[config.mk]
export PLATFORM = sky130hd
export DESIGN_NAME = pe_k_skew_feeder_flat
export DESIGN_NICKNAME = d
export VERILOG_FILES = /design/src/rtl/pe_k_skew_feeder_if.sv /design/src/rtl/pe_k_skew_feeder.sv /design/src/flat_wrapper.sv
export SDC_FILE = /design/constraint.sdc
export NUM_CORES = 1
export LEC_CHECK = 0
export CAP_MARGIN = 20
export CORE_UTILIZATION = 51
export CTS_CLUSTER_SIZE = 8
export DETAILED_ROUTE_END_ITERATION = 7
export PLACE_DENSITY = 0.75
export SYNTH_ARGS = -nofsm -noshare
export SYNTH_HDL_FRONTEND = slang
export SYNTH_SLANG_ARGS = --single-unit
[constraint.sdc]
create_clock -name clk -period 3.5 [get_ports clk]
set_input_delay 0.875 -clock clk [delete_from_list [all_inputs] [get_ports clk]]
set_output_delay 0.875 -clock clk [all_outputs]
set_load 0.01 [all_outputs]
[src/rtl/pe_k_skew_feeder_if.sv]
// Bundle of the k-vector input handshake and the skewed lane outputs of pe_k_skew_feeder.
//   WIDTH : bit width of one k element
//   S     : number of array rows (elements per k-vector)
// Signals:
//   i_vld / i_rdy / i_k / i_last : k-vector input handshake (master drives vld/k/last)
//   o_k / o_k_vld                : per-row skewed k lanes and their valid flags
//   o_frame_done                 : pulse when the last vector of a frame leaves lane S-1
//   o_busy                       : FIFO or skew pipeline still holds data
// Modports: master = vector source / observer, slave = the feeder itself.
interface pe_k_skew_feeder_if #(
  parameter int unsigned WIDTH = 32,
  parameter int unsigned S     = 3
);
  logic               i_vld;
  logic               i_rdy;
  logic [S*WIDTH-1:0] i_k;
  logic               i_last;
  logic [S*WIDTH-1:0] o_k;
  logic [S-1:0]       o_k_vld;
  logic               o_frame_done;
  logic               o_busy;

  modport master (
    output i_vld, i_k, i_last,
    input  i_rdy, o_k, o_k_vld, o_frame_done, o_busy
  );

  modport slave (
    input  i_vld, i_k, i_last,
    output i_rdy, o_k, o_k_vld, o_frame_done, o_busy
  );
endinterface

[src/rtl/pe_k_skew_feeder.sv]
// Left-edge k injector for an S-row systolic PE array. Whole k-vectors are accepted over
// valid/ready into a DEPTH-entry FIFO, popped at most one per cycle, and fanned out onto
// S lanes with a diagonal skew: lane r presents element r of the vector popped at cycle t
// in cycle t+1+r. Cycles without a pop inject zero bubbles (data 0, valid 0).
// Ports:
//   clk  : clock
//   rstn : asynchronous active-low reset; discards buffered and in-flight vectors
//   bus  : pe_k_skew_feeder_if.slave (input handshake, skewed lanes, frame_done, busy)
// Optional feature:
//   PE_FEEDER_FLUSH_EN : when defined, each last-of-frame pop is followed by S-1 cycles with
//                        no pops so consecutive frames never overlap inside the array.
//                        When undefined, frames stream back-to-back.
module pe_k_skew_feeder #(
  parameter int unsigned WIDTH = 32,
  parameter int unsigned S     = 3,
  parameter int unsigned DEPTH = 4
) (
  input logic                 clk,
  input logic                 rstn,
  pe_k_skew_feeder_if.slave   bus
);

  localparam int unsigned AW = (DEPTH > 1) ? $clog2(DEPTH) : 1;
  localparam int unsigned CW = AW + 1;
  localparam int unsigned VW = S * WIDTH;

`ifdef PE_FEEDER_FLUSH_EN
  typedef enum logic [1:0] {StIdle, StStream, StFlush} state_e;
  localparam int unsigned FW = $clog2(S) + 1;
  logic [FW-1:0] flush_cnt_q, flush_cnt_d;
`else
  typedef enum logic [0:0] {StIdle, StStream} state_e;
`endif

  state_e state_q, state_d;

  // FIFO: entry = {last, k-vector}
  logic [VW:0]    mem [DEPTH];
  logic [AW-1:0]  wr_ptr_q, rd_ptr_q;
  logic [CW-1:0]  count_q, count_d;
  logic           push, pop;
  logic [VW:0]    head;
  logic           head_last;
  logic [VW-1:0]  head_k;

  // Skew pipeline
  logic [VW-1:0]  lane_k;
  logic [S-1:0]   lane_vld;
  logic [S-1:0]   lane_busy;
  logic [S-1:0]   last_q;

  assign bus.i_rdy = (count_q < CW'(DEPTH));
  assign push      = bus.i_vld & bus.i_rdy;
  // Pop only from registered count, so a vector pushed into an empty FIFO waits a cycle.
  assign pop       = (state_q == StStream) && (count_q != '0);

  assign head      = mem[rd_ptr_q];
  assign head_last = head[VW];
  assign head_k    = head[VW-1:0];

  always_comb begin
    count_d = count_q;
    unique case ({push, pop})
      2'b10:   count_d = count_q + CW'(1);
      2'b01:   count_d = count_q - CW'(1);
      default: count_d = count_q;
    endcase
  end

  always_ff @(posedge clk) begin
    if (push) begin
      mem[wr_ptr_q] <= {bus.i_last, bus.i_k};
    end
  end

  always_ff @(posedge clk or negedge rstn) begin
    if (!rstn) begin
      wr_ptr_q <= '0;
      rd_ptr_q <= '0;
      count_q  <= '0;
    end else begin
      if (push) wr_ptr_q <= wr_ptr_q + AW'(1);
      if (pop)  rd_ptr_q <= rd_ptr_q + AW'(1);
      count_q <= count_d;
    end
  end

  // FSM
  always_comb begin
    state_d = state_q;
`ifdef PE_FEEDER_FLUSH_EN
    flush_cnt_d = flush_cnt_q;
`endif
    unique case (state_q)
      StIdle: begin
        if (count_d != '0) state_d = StStream;
      end
      StStream: begin
`ifdef PE_FEEDER_FLUSH_EN
        if (pop && head_last) begin
          state_d     = StFlush;
          flush_cnt_d = FW'(S - 1);
        end else if (count_d == '0) begin
          state_d = StIdle;
        end
`else
        if (count_d == '0) state_d = StIdle;
`endif
      end
`ifdef PE_FEEDER_FLUSH_EN
      StFlush: begin
        // Counter value 1 marks the final bubble cycle; decide where to go from there.
        if (flush_cnt_q <= FW'(1)) begin
          state_d = (count_d != '0) ? StStream : StIdle;
        end else begin
          flush_cnt_d = flush_cnt_q - FW'(1);
        end
      end
`endif
      default: state_d = StIdle;
    endcase
  end

  always_ff @(posedge clk or negedge rstn) begin
    if (!rstn) begin
      state_q <= StIdle;
`ifdef PE_FEEDER_FLUSH_EN
      flush_cnt_q <= '0;
`endif
    end else begin
      state_q <= state_d;
`ifdef PE_FEEDER_FLUSH_EN
      flush_cnt_q <= flush_cnt_d;
`endif
    end
  end

  // Lane r is an (r+1)-deep shift register; stage 0 loads element r on a pop, else a bubble.
  for (genvar r = 0; r < S; r++) begin : g_lane
    localparam int unsigned L = r + 1;
    logic [WIDTH-1:0] dat_q [L];
    logic [L-1:0]     vld_q;

    always_ff @(posedge clk or negedge rstn) begin
      if (!rstn) begin
        vld_q <= '0;
        for (int i = 0; i < L; i++) dat_q[i] <= '0;
      end else begin
        vld_q    <= (vld_q << 1) | L'(pop);
        dat_q[0] <= pop ? head_k[r*WIDTH +: WIDTH] : '0;
        for (int i = 1; i < L; i++) dat_q[i] <= dat_q[i-1];
      end
    end

    assign lane_k[r*WIDTH +: WIDTH] = dat_q[L-1];
    assign lane_vld[r]              = vld_q[L-1];
    assign lane_busy[r]             = |vld_q;
  end

  // Last flag travels alongside lane S-1 so frame_done coincides with its final element.
  always_ff @(posedge clk or negedge rstn) begin
    if (!rstn) begin
      last_q <= '0;
    end else begin
      last_q <= (last_q << 1) | S'(pop & head_last);
    end
  end

  assign bus.o_k          = lane_k;
  assign bus.o_k_vld      = lane_vld;
  assign bus.o_frame_done = last_q[S-1];
  assign bus.o_busy       = (count_q != '0) | (|lane_busy);

endmodule

[src/flat_wrapper.sv]
// flat-port wrapper written by rule: the top's interface ports become plain ports
module pe_k_skew_feeder_flat 
#(
  parameter int unsigned WIDTH = 32,
  parameter int unsigned S     = 3,
  parameter int unsigned DEPTH = 4
)
  (clk, rstn, bus_i_vld, bus_i_k, bus_i_last, bus_i_rdy, bus_o_k, bus_o_k_vld, bus_o_frame_done, bus_o_busy);
  pe_k_skew_feeder_if #(.WIDTH(WIDTH), .S(S)) bus_i ();
  input logic clk;
  input logic rstn;
  input wire logic [$bits(bus_i.i_vld)-1:0] bus_i_vld;
  input wire logic [$bits(bus_i.i_k)-1:0] bus_i_k;
  input wire logic [$bits(bus_i.i_last)-1:0] bus_i_last;
  output wire logic [$bits(bus_i.i_rdy)-1:0] bus_i_rdy;
  output wire logic [$bits(bus_i.o_k)-1:0] bus_o_k;
  output wire logic [$bits(bus_i.o_k_vld)-1:0] bus_o_k_vld;
  output wire logic [$bits(bus_i.o_frame_done)-1:0] bus_o_frame_done;
  output wire logic [$bits(bus_i.o_busy)-1:0] bus_o_busy;
  assign bus_i.i_vld = bus_i_vld;
  assign bus_i.i_k = bus_i_k;
  assign bus_i.i_last = bus_i_last;
  assign bus_i_rdy = bus_i.i_rdy;
  assign bus_o_k = bus_i.o_k;
  assign bus_o_k_vld = bus_i.o_k_vld;
  assign bus_o_frame_done = bus_i.o_frame_done;
  assign bus_o_busy = bus_i.o_busy;
  pe_k_skew_feeder #(.WIDTH(WIDTH), .S(S), .DEPTH(DEPTH)) u_core (.clk(clk), .rstn(rstn), .bus(bus_i));
endmodule
==> results of run 1 <==
-- state kept, by name (all words and copies together), names as in the netlist --
name and count:
u_core.mem 388, u_core.wr_ptr_q 2, u_core.count_q 3, u_core.state_q 1, u_core.last_q 3, u_core.rd_ptr_q 2, u_core.bus.o_k 64, u_core.g_lane.vld_q 3
u_core.g_lane.dat_q 128
-- placed cells by master (no fill, tap or decap), types with 5 or more instances in the layout --
| cell type | count |
|---|---|
| sky130_fd_sc_hd__clkbuf_1 | 63 |
| sky130_fd_sc_hd__buf_12 | 11 |
| sky130_fd_sc_hd__clkdlybuf4s50_1 | 200 |
| sky130_fd_sc_hd__dfrtp_1 | 204 |
| sky130_fd_sc_hd__inv_1 | 7 |
| sky130_fd_sc_hd__mux4_2 | 97 |
| sky130_fd_sc_hd__buf_4 | 11 |
| sky130_fd_sc_hd__clkbuf_16 | 85 |
| sky130_fd_sc_hd__ha_1 | 5 |
| sky130_fd_sc_hd__edfxtp_1 | 388 |
| sky130_fd_sc_hd__and2_1 | 97 |
-- power by group through the flow --
stage               clock network (mW)  registers (mW)  logic, mW
global placement                     0            10.2       5.05
CTS                               7.57            10.2       5.17
finish                            7.39            10.1       5.04
floorplan                            0            9.94       3.52
detailed placement                   0            10.3       5.11
global route                      7.88            10.3       5.46
-- routing by layer --
metal | vias up | global-route usage | part of all wire
met5 | - | 0 | 0.00065
met4 | 4 | 0.0618 | 0.017
met3 | 50 | 0.0485 | 0.060
met2 | 272 | 0.298 | 0.50
met1 | 4749 | 0.256 | 0.42
li1 | 3886 | - | -
-- worst max-delay path by stage --
stage          slack, ns                to  cells after the start                 startpoint
2_1_floorplan       0.61  u_core.mem[0][0]                      3                  bus_i_vld
3_3_place_gp        0.65    u_core.state_q                     10                  bus_i_vld
3_5_place_dp        0.58    u_core.state_q                     10                  bus_i_vld
4_1_cts             0.48        bus_o_busy                      3  u_core.g_lane[1].vld_q[0]
5_1_grt             0.45        bus_o_busy                      3  u_core.g_lane[1].vld_q[0]
6_report            0.59        bus_o_busy                      3  u_core.g_lane[1].vld_q[0]
-- stage by stage --
stage / total power, mW / hold slack (ns) / area, sq um
after floorplan: 13.5 / 0.331 / 20500
after global placement: 15.3 / 0.332 / 22800
after detailed placement: 15.4 / 0.335 / 22800
after CTS: 22.9 / 0.290 / 25300
after global routing: 23.6 / 0.296 / 25300
final: 22.6 / 0.263 / 25300
-- final cells by class --
class	instances	area, sq um
fillers	2587	14400
multi-input cells	222	3030
flip-flops and latches	594	16800
well taps	525	657
clock inverters	7	118
clock buffers	148	2360
inverters	7	26.3
diodes	2	5.00
repair buffers	223	2320
-- cells by family after synthesis --
kind of cell               after synthesis  share of synthesized area
xor gates and xnor gates                 5                    0.00214
adders and majority gates                6                    0.00403
and+or+nand+nor                        110                     0.0332
buffers and inverters                  106                     0.0337
DFF                                    594                      0.819
AOI/OAI and AO/OA                        4                    0.00116
muxes                                   97                      0.106
-- synthesized netlist by cell type, types with 2 or more instances --
library cell	n	area (sq um)
sky130_fd_sc_hd__and2_1	101	632
sky130_fd_sc_hd__buf_4	66	495
sky130_fd_sc_hd__xnor2_1	3	26.3
sky130_fd_sc_hd__o21ai_0	3	15.0
sky130_fd_sc_hd__dfrtp_1	206	5150
sky130_fd_sc_hd__nand2_1	4	15.0
sky130_fd_sc_hd__clkbuf_1	18	67.6
sky130_fd_sc_hd__ha_1	5	62.6
sky130_fd_sc_hd__xor2_1	2	17.5
sky130_fd_sc_hd__buf_2	12	60.1
sky130_fd_sc_hd__inv_1	7	26.3
sky130_fd_sc_hd__buf_8	2	30.0
sky130_fd_sc_hd__edfxtp_1	388	11700
sky130_fd_sc_hd__mux4_2	97	2180
-- worst max-delay path, stage by stage (launching register included) --
cell	delay (ns)
sky130_fd_sc_hd__dfrtp_1	0.39
sky130_fd_sc_hd__nor3_1	0.38
sky130_fd_sc_hd__nand4_1	0.16
sky130_fd_sc_hd__clkdlybuf4s50_1	0.50
==> flow_results.xml, run 1 <==
<?xml version="1.0" encoding="UTF-8"?>
<metrics>
  <group name="timing">
    <metric name="finalCriticalPeriod" unit="ns">2.91</metric>
    <metric name="setup-violations-final" unit="">0</metric>
    <metric name="max-slew-margin-rel" unit="">0.528</metric>
    <metric name="setup_repair_after_global_routing_missed_its_margin" unit="">no</metric>
    <metric name="final_min_period_over_clock_period" unit="">0.830</metric>
    <metric name="finalSetupTns" unit="ns">0</metric>
    <metric name="finalMaxSlewViolations" unit="">0</metric>
    <metric name="clock.fmax" unit="GHz">0.344</metric>
    <metric name="worst_skew" unit="ns">0.0173</metric>
    <metric name="max_slew.worst_pin.slew" unit="ns">0.708</metric>
    <metric name="timing.final.ws_setup" unit="ns">0.594</metric>
    <metric name="final_hold_viols" unit="">0</metric>
  </group>
  <group name="setup_path">
    <metric name="startpoint_type" unit="">register</metric>
    <metric name="cp-end-kind" unit="">primary output</metric>
    <metric name="arrival" unit="ns">2.03</metric>
    <metric name="critPathMaxFanout" unit="">3</metric>
    <metric name="reg2reg_setup_slack" unit="ns">1.07</metric>
    <metric name="critical_path.reg2reg.startpoint" unit="">u_core.count_q[2]</metric>
    <metric name="timing_worst_setup_path_type" unit="">register to primary output</metric>
    <metric name="worst-r2r-cell-count" unit="">7</metric>
    <metric name="worstReg2RegEnd" unit="">u_core.state_q</metric>
    <metric name="crit_required" unit="ns">2.62</metric>
  </group>
  <group name="logic_synthesis">
    <metric name="synthesis.instances" unit="">922</metric>
    <metric name="asyncSetResetFlopFracSynth" unit="">0.347</metric>
    <metric name="ys.flop_type" unit="">sky130_fd_sc_hd__edfxtp_1</metric>
    <metric name="count_of_flip_flops_with_a_built_in_enable_after_synthesis" unit="">388</metric>
    <metric name="synth.net_count" unit="">1028</metric>
    <metric name="synth.lib_cells_used.distinct" unit="">22</metric>
    <metric name="yosys_warnings" unit="">0</metric>
    <metric name="syn_area_per_cell" unit="sq um">22.2</metric>
    <metric name="seq_total_area_yosys" unit="">0.819</metric>
    <metric name="mappedNetlistArea" unit="sq mm">0.0205</metric>
    <metric name="ys_seq_elements" unit="">594</metric>
  </group>
  <group name="clocking">
    <metric name="cts.repair_timing.setup_buffer_count" unit="">0</metric>
    <metric name="clkSinkCount" unit="">594</metric>
    <metric name="buffers_from_clock_root_to_sink_at_most" unit="">3</metric>
    <metric name="clk_transition_reported_paths" unit="ns">0.05</metric>
    <metric name="clock-root-buffer" unit="">sky130_fd_sc_hd__clkbuf_16</metric>
    <metric name="tritoncts" unit="">done</metric>
    <metric name="numCtsBuffers" unit="">84</metric>
    <metric name="insertion_delay" unit="ns">0.60</metric>
    <metric name="postCtsResizedCells" unit="">0</metric>
    <metric name="cts.htree.levels" unit="">3</metric>
    <metric name="cts_hold_buffers" unit="">0</metric>
  </group>
  <group name="power_and_ir_drop">
    <metric name="fraction_of_power_consumed_by_combinational_cells" unit="">0.223</metric>
    <metric name="leakage" unit="nW">9.17</metric>
    <metric name="power.clock.fraction" unit="">0.328</metric>
    <metric name="power_density_relative_to_cell_area" unit="mW/mm^2">891</metric>
    <metric name="power.sequential.fraction" unit="">0.449</metric>
    <metric name="peakVddDrop" unit="uV">560</metric>
    <metric name="switching_power_share_of_the_total" unit="">0.259</metric>
    <metric name="netSwitchingPower" unit="mW">5.84</metric>
    <metric name="p_int" unit="mW">16.7</metric>
  </group>
  <group name="grt">
    <metric name="grtUsageTotal" unit="">0.188</metric>
    <metric name="maximum_number_of_pins_on_one_net_before_global_route_repair" unit="">77</metric>
    <metric name="via_count_of_the_first_global_routing_pass" unit="">9647</metric>
    <metric name="antenna_violations_before_repair" unit="">3</metric>
    <metric name="grt_pass1_wl" unit="mm">57.1</metric>
    <metric name="gr-total-overflow" unit="">0</metric>
  </group>
  <group name="detailed_routing">
    <metric name="wirelength" unit="mm">37.1</metric>
    <metric name="detail_route.iter0.violations" unit="">546</metric>
    <metric name="drc_errors" unit="">0</metric>
    <metric name="antenna_left" unit="">0</metric>
    <metric name="avgRoutedWirePerCell" unit="um">21.5</metric>
    <metric name="drtPass1Iterations" unit="">6</metric>
    <metric name="detail_route.vias_per_cell" unit="">5.19</metric>
    <metric name="detailroute.via_count" unit="">8961</metric>
  </group>
  <group name="die">
    <metric name="rows" unit="">73</metric>
    <metric name="die_width" unit="um">203</metric>
    <metric name="ioPinCount" unit="">202</metric>
    <metric name="die-area" unit="sq mm">0.0410</metric>
    <metric name="die_y_extent" unit="um">203</metric>
    <metric name="design.core.area" unit="sq mm">0.0397</metric>
    <metric name="initial_core_util" unit="">0.516</metric>
  </group>
  <group name="layout">
    <metric name="nNetsFinal" unit="">1238</metric>
    <metric name="instances_no_fill" unit="">1728</metric>
    <metric name="final_layout_size_suffix_gt1_frac" unit="">0.182</metric>
    <metric name="layout.core_utilization" unit="">0.638</metric>
    <metric name="synthToLayoutAreaGrowth" unit="%">23.5</metric>
  </group>
  <group name="placed_design">
    <metric name="numPortBuffers" unit="">201</metric>
    <metric name="dp_worst_setup_slack" unit="ns">0.581</metric>
    <metric name="placedCellCount" unit="">1571</metric>
    <metric name="gp_congestion" unit="">0.738</metric>
    <metric name="post-dp-hpwl" unit="mm">20.9</metric>
  </group>
  <group name="min_path">
    <metric name="worstHoldPathType" unit="">input port to asynchronous set/reset pin</metric>
  </group>
  <group name="job">
    <metric name="max-cap-violations" unit="">0</metric>
  </group>
  <group name="outcome">
    <metric name="status" unit="">complete, no violations</metric>
  </group>
</metrics>
Note: power is estimated with default switching activity, not from simulation.
==> run 2, diff against run 1 <==
==> constraint.sdc (replaced) <==
create_clock -name clk -period 2.4 [get_ports clk]
set_input_delay 0.6 -clock clk [delete_from_list [all_inputs] [get_ports clk]]
set_output_delay 0.6 -clock clk [all_outputs]
set_load 0.01 [all_outputs]
==> run 2 against run 1 <==
Effect of this change: worst hold slack better by 0.071 ns; critical path depth unchanged; worst setup slack worse by 0.45 ns; flip-flop and latch count unchanged; via count down 0.74%; non-clock buffer count up 5; cell count up 0.23%; register-to-register slack worse by 0.68 ns; sequential share of layout area down 0.22 points; utilization up 0.21 points; sequential power up 45%; largest cell class unchanged.
==> flow_results.xml, run 2 (same netlist as run 1, synthesis figures left out) <==
<?xml version="1.0" encoding="UTF-8"?>
<metrics>
  <group name="die">
    <metric name="initial_core_util" unit="">0.516</metric>
    <metric name="design.core.area" unit="sq mm">0.0397</metric>
    <metric name="die_y_extent" unit="um">203</metric>
    <metric name="die_width" unit="um">203</metric>
    <metric name="die-area" unit="sq mm">0.0410</metric>
    <metric name="rows" unit="">73</metric>
    <metric name="ioPinCount" unit="">202</metric>
  </group>
  <group name="detailed_routing">
    <metric name="wirelength" unit="mm">36.7</metric>
    <metric name="antenna_left" unit="">0</metric>
    <metric name="drtPass1Iterations" unit="">5</metric>
    <metric name="drc_errors" unit="">0</metric>
    <metric name="detailroute.via_count" unit="">8895</metric>
    <metric name="avgRoutedWirePerCell" unit="um">21.2</metric>
    <metric name="detail_route.vias_per_cell" unit="">5.14</metric>
    <metric name="detail_route.iter0.violations" unit="">432</metric>
  </group>
  <group name="layout">
    <metric name="layout.cells.most_common_list" unit="">388 x sky130_fd_sc_hd__edfxtp_1, 204 x sky130_fd_sc_hd__dfrtp_1, 199 x sky130_fd_sc_hd__clkdlybuf4s50_1, 97 x sky130_fd_sc_hd__mux4_2, 97 x sky130_fd_sc_hd__and2_1</metric>
    <metric name="most_common_cell_after_layout_fill_and_taps_aside" unit="">sky130_fd_sc_hd__edfxtp_1</metric>
    <metric name="synthToLayoutAreaGrowth" unit="%">23.9</metric>
    <metric name="largest_register_ffs" unit="">388</metric>
    <metric name="largest_register" unit="">u_core.mem</metric>
    <metric name="nNetsFinal" unit="">1243</metric>
    <metric name="final_layout_size_suffix_gt1_frac" unit="">0.184</metric>
  </group>
  <group name="setup_path">
    <metric name="critPathMaxFanout" unit="">2</metric>
    <metric name="timing.critical_path.to" unit="">bus_o_busy</metric>
    <metric name="critical_path.max_stage_delay" unit="ns">0.42</metric>
    <metric name="critical_path.startpoint" unit="">u_core.g_lane[2].vld_q[2]</metric>
    <metric name="critical_path.cell_chain" unit="">nor3_4 &gt; nand4_1 &gt; dlygate4sd2_1</metric>
    <metric name="cp_num_buf_inv" unit="">1</metric>
    <metric name="timing_worst_setup_path_type" unit="">register to primary output</metric>
    <metric name="worstReg2RegEnd" unit="">u_core.state_q</metric>
    <metric name="critical_path.reg2reg.startpoint" unit="">u_core.count_q[2]</metric>
    <metric name="worst_path_max_delay_cell" unit="">sky130_fd_sc_hd__dfrtp_1</metric>
    <metric name="reg2reg_setup_slack" unit="ns">0.39</metric>
    <metric name="worst-r2r-cell-count" unit="">6</metric>
    <metric name="startpoint_type" unit="">register</metric>
    <metric name="arrival" unit="ns">1.66</metric>
    <metric name="cp-end-kind" unit="">primary output</metric>
    <metric name="worst_path_dominant_cell_family" unit="">flip-flops</metric>
    <metric name="crit_required" unit="ns">1.80</metric>
    <metric name="worst_path_depth" unit="">3</metric>
  </group>
  <group name="placed_design">
    <metric name="numPortBuffers" unit="">201</metric>
    <metric name="gp_congestion" unit="">0.724</metric>
    <metric name="post-dp-hpwl" unit="mm">20.5</metric>
  </group>
  <group name="grt">
    <metric name="antenna_violations_before_repair" unit="">6</metric>
    <metric name="grtUsageMet3" unit="">0.0474</metric>
    <metric name="gr-max-usage-layer" unit="">met2</metric>
    <metric name="via_count_of_the_first_global_routing_pass" unit="">9709</metric>
    <metric name="met1_usage" unit="">0.248</metric>
    <metric name="grt_pass1_wl" unit="mm">56.8</metric>
    <metric name="groute.layer.met2.usage" unit="">0.304</metric>
    <metric name="grtUsageTotal" unit="">0.188</metric>
    <metric name="maximum_number_of_pins_on_one_net_before_global_route_repair" unit="">101</metric>
    <metric name="gr-total-overflow" unit="">0</metric>
  </group>
  <group name="clocking">
    <metric name="numCtsBuffers" unit="">84</metric>
    <metric name="clk_transition_reported_paths" unit="ns">0.05</metric>
    <metric name="clkSinkCount" unit="">594</metric>
    <metric name="clock-root-buffer" unit="">sky130_fd_sc_hd__clkbuf_16</metric>
    <metric name="cts.repair_timing.setup_buffer_count" unit="">0</metric>
    <metric name="cts.htree.levels" unit="">3</metric>
    <metric name="insertion_delay" unit="ns">0.59</metric>
    <metric name="tritoncts" unit="">done</metric>
    <metric name="buffers_from_clock_root_to_sink_at_most" unit="">3</metric>
  </group>
  <group name="power_and_ir_drop">
    <metric name="peakVddDrop" unit="uV">723</metric>
    <metric name="leakage" unit="nW">9.21</metric>
    <metric name="power_density_relative_to_cell_area" unit="mW/mm^2">1290</metric>
  </group>
  <group name="timing">
    <metric name="setup_repair_after_global_routing_missed_its_margin" unit="">no</metric>
    <metric name="finalMaxSlewViolations" unit="">0</metric>
    <metric name="final_hold_viols" unit="">0</metric>
    <metric name="worst_skew" unit="ns">0.0197</metric>
    <metric name="setup-violations-final" unit="">0</metric>
    <metric name="final_min_period_over_clock_period" unit="">0.941</metric>
    <metric name="max-slew-margin-rel" unit="">0.327</metric>
    <metric name="finalSetupTns" unit="ns">0</metric>
    <metric name="finalCriticalPeriod" unit="ns">2.26</metric>
    <metric name="clock.fmax" unit="GHz">0.443</metric>
    <metric name="max_slew.worst_pin.slew" unit="ns">1.01</metric>
    <metric name="smallest_hold_slack" unit="ns">0.334</metric>
  </group>
  <group name="min_path">
    <metric name="timing.hold.worst_path_depth" unit="">0</metric>
    <metric name="worstHoldPathType" unit="">register to register</metric>
    <metric name="min_from" unit="">u_core.g_lane[2].dat_q[55]</metric>
  </group>
  <group name="outcome">
    <metric name="status" unit="">complete, no violations</metric>
  </group>
  <group name="job">
    <metric name="max-cap-violations" unit="">0</metric>
  </group>
</metrics>
## run 2: per-stage QoR
stage          setup WS [ns]  utilization  power [mW]  area (sq um)  instances
2_1_floorplan         -0.215            -        19.6         20500        922
3_3_place_gp         -0.0180        0.578        22.4         23000       1575
3_5_place_dp         -0.0916        0.578        22.6         23000       1575
4_1_cts               0.0875        0.639        33.4         25400       1729
5_1_grt               0.0611        0.640        34.5         25400       1731
6_report               0.141        0.640        32.8         25400       1732
## run 2: final cells by class
cell class | instances | area (sq um)
multi-input cells | 222 | 3040
clock buffers | 147 | 2340
flip-flops and latches | 594 | 16800
fillers | 2641 | 14300
diodes | 3 | 7.51
inverters | 7 | 26.3
clock inverters | 6 | 75.1
well taps | 525 | 657
repair buffers | 228 | 2460
## run 2: how the worst min path moves through the flow
stage                                     to  slack [ns]
after floorplan           u_core.bus.o_k[32]        0.30
after CTS                 u_core.bus.o_k[87]        0.34
final                     u_core.bus.o_k[87]        0.33
after global routing      u_core.bus.o_k[83]        0.34
after global placement    u_core.bus.o_k[41]        0.33
after detailed placement  u_core.bus.o_k[70]        0.33
## run 2: where the power goes
group,total [mW],internal (mW),switching (mW)
Clock,10.6,6.55,4.02
Combinational,7.64,4.18,3.46
Sequential,14.6,13.7,0.933
## run 2: worst register-to-register path, cell delays in order (launching register included)
cell                        delay [ns]
sky130_fd_sc_hd__dfrtp_1          0.43
sky130_fd_sc_hd__o31a_2           0.36
sky130_fd_sc_hd__ha_1             0.22
sky130_fd_sc_hd__inv_1            0.07
sky130_fd_sc_hd__fa_1             0.41
sky130_fd_sc_hd__o21ai_0          0.28
sky130_fd_sc_hd__nand4bb_1        0.17
## run 2: what timing repair did
| action | 4_1_cts | 5_1_grt |
|---|---|---|
| resized for setup | 3 | 0 |
| endpoints found under the setup margin | 1 | 0 |
| hold buffers | 1 | 0 |
| endpoints found under the hold margin | 47 | 0 |
## run 2: routing by layer
| layer | up-vias | wire, um |
|---|---|---|
| met4 | 6 | 704 |
| met2 | 264 | 18700 |
| met3 | 62 | 2370 |
| li1 | 3905 | - |
| met5 | - | 42 |
| met1 | 4658 | 14900 |
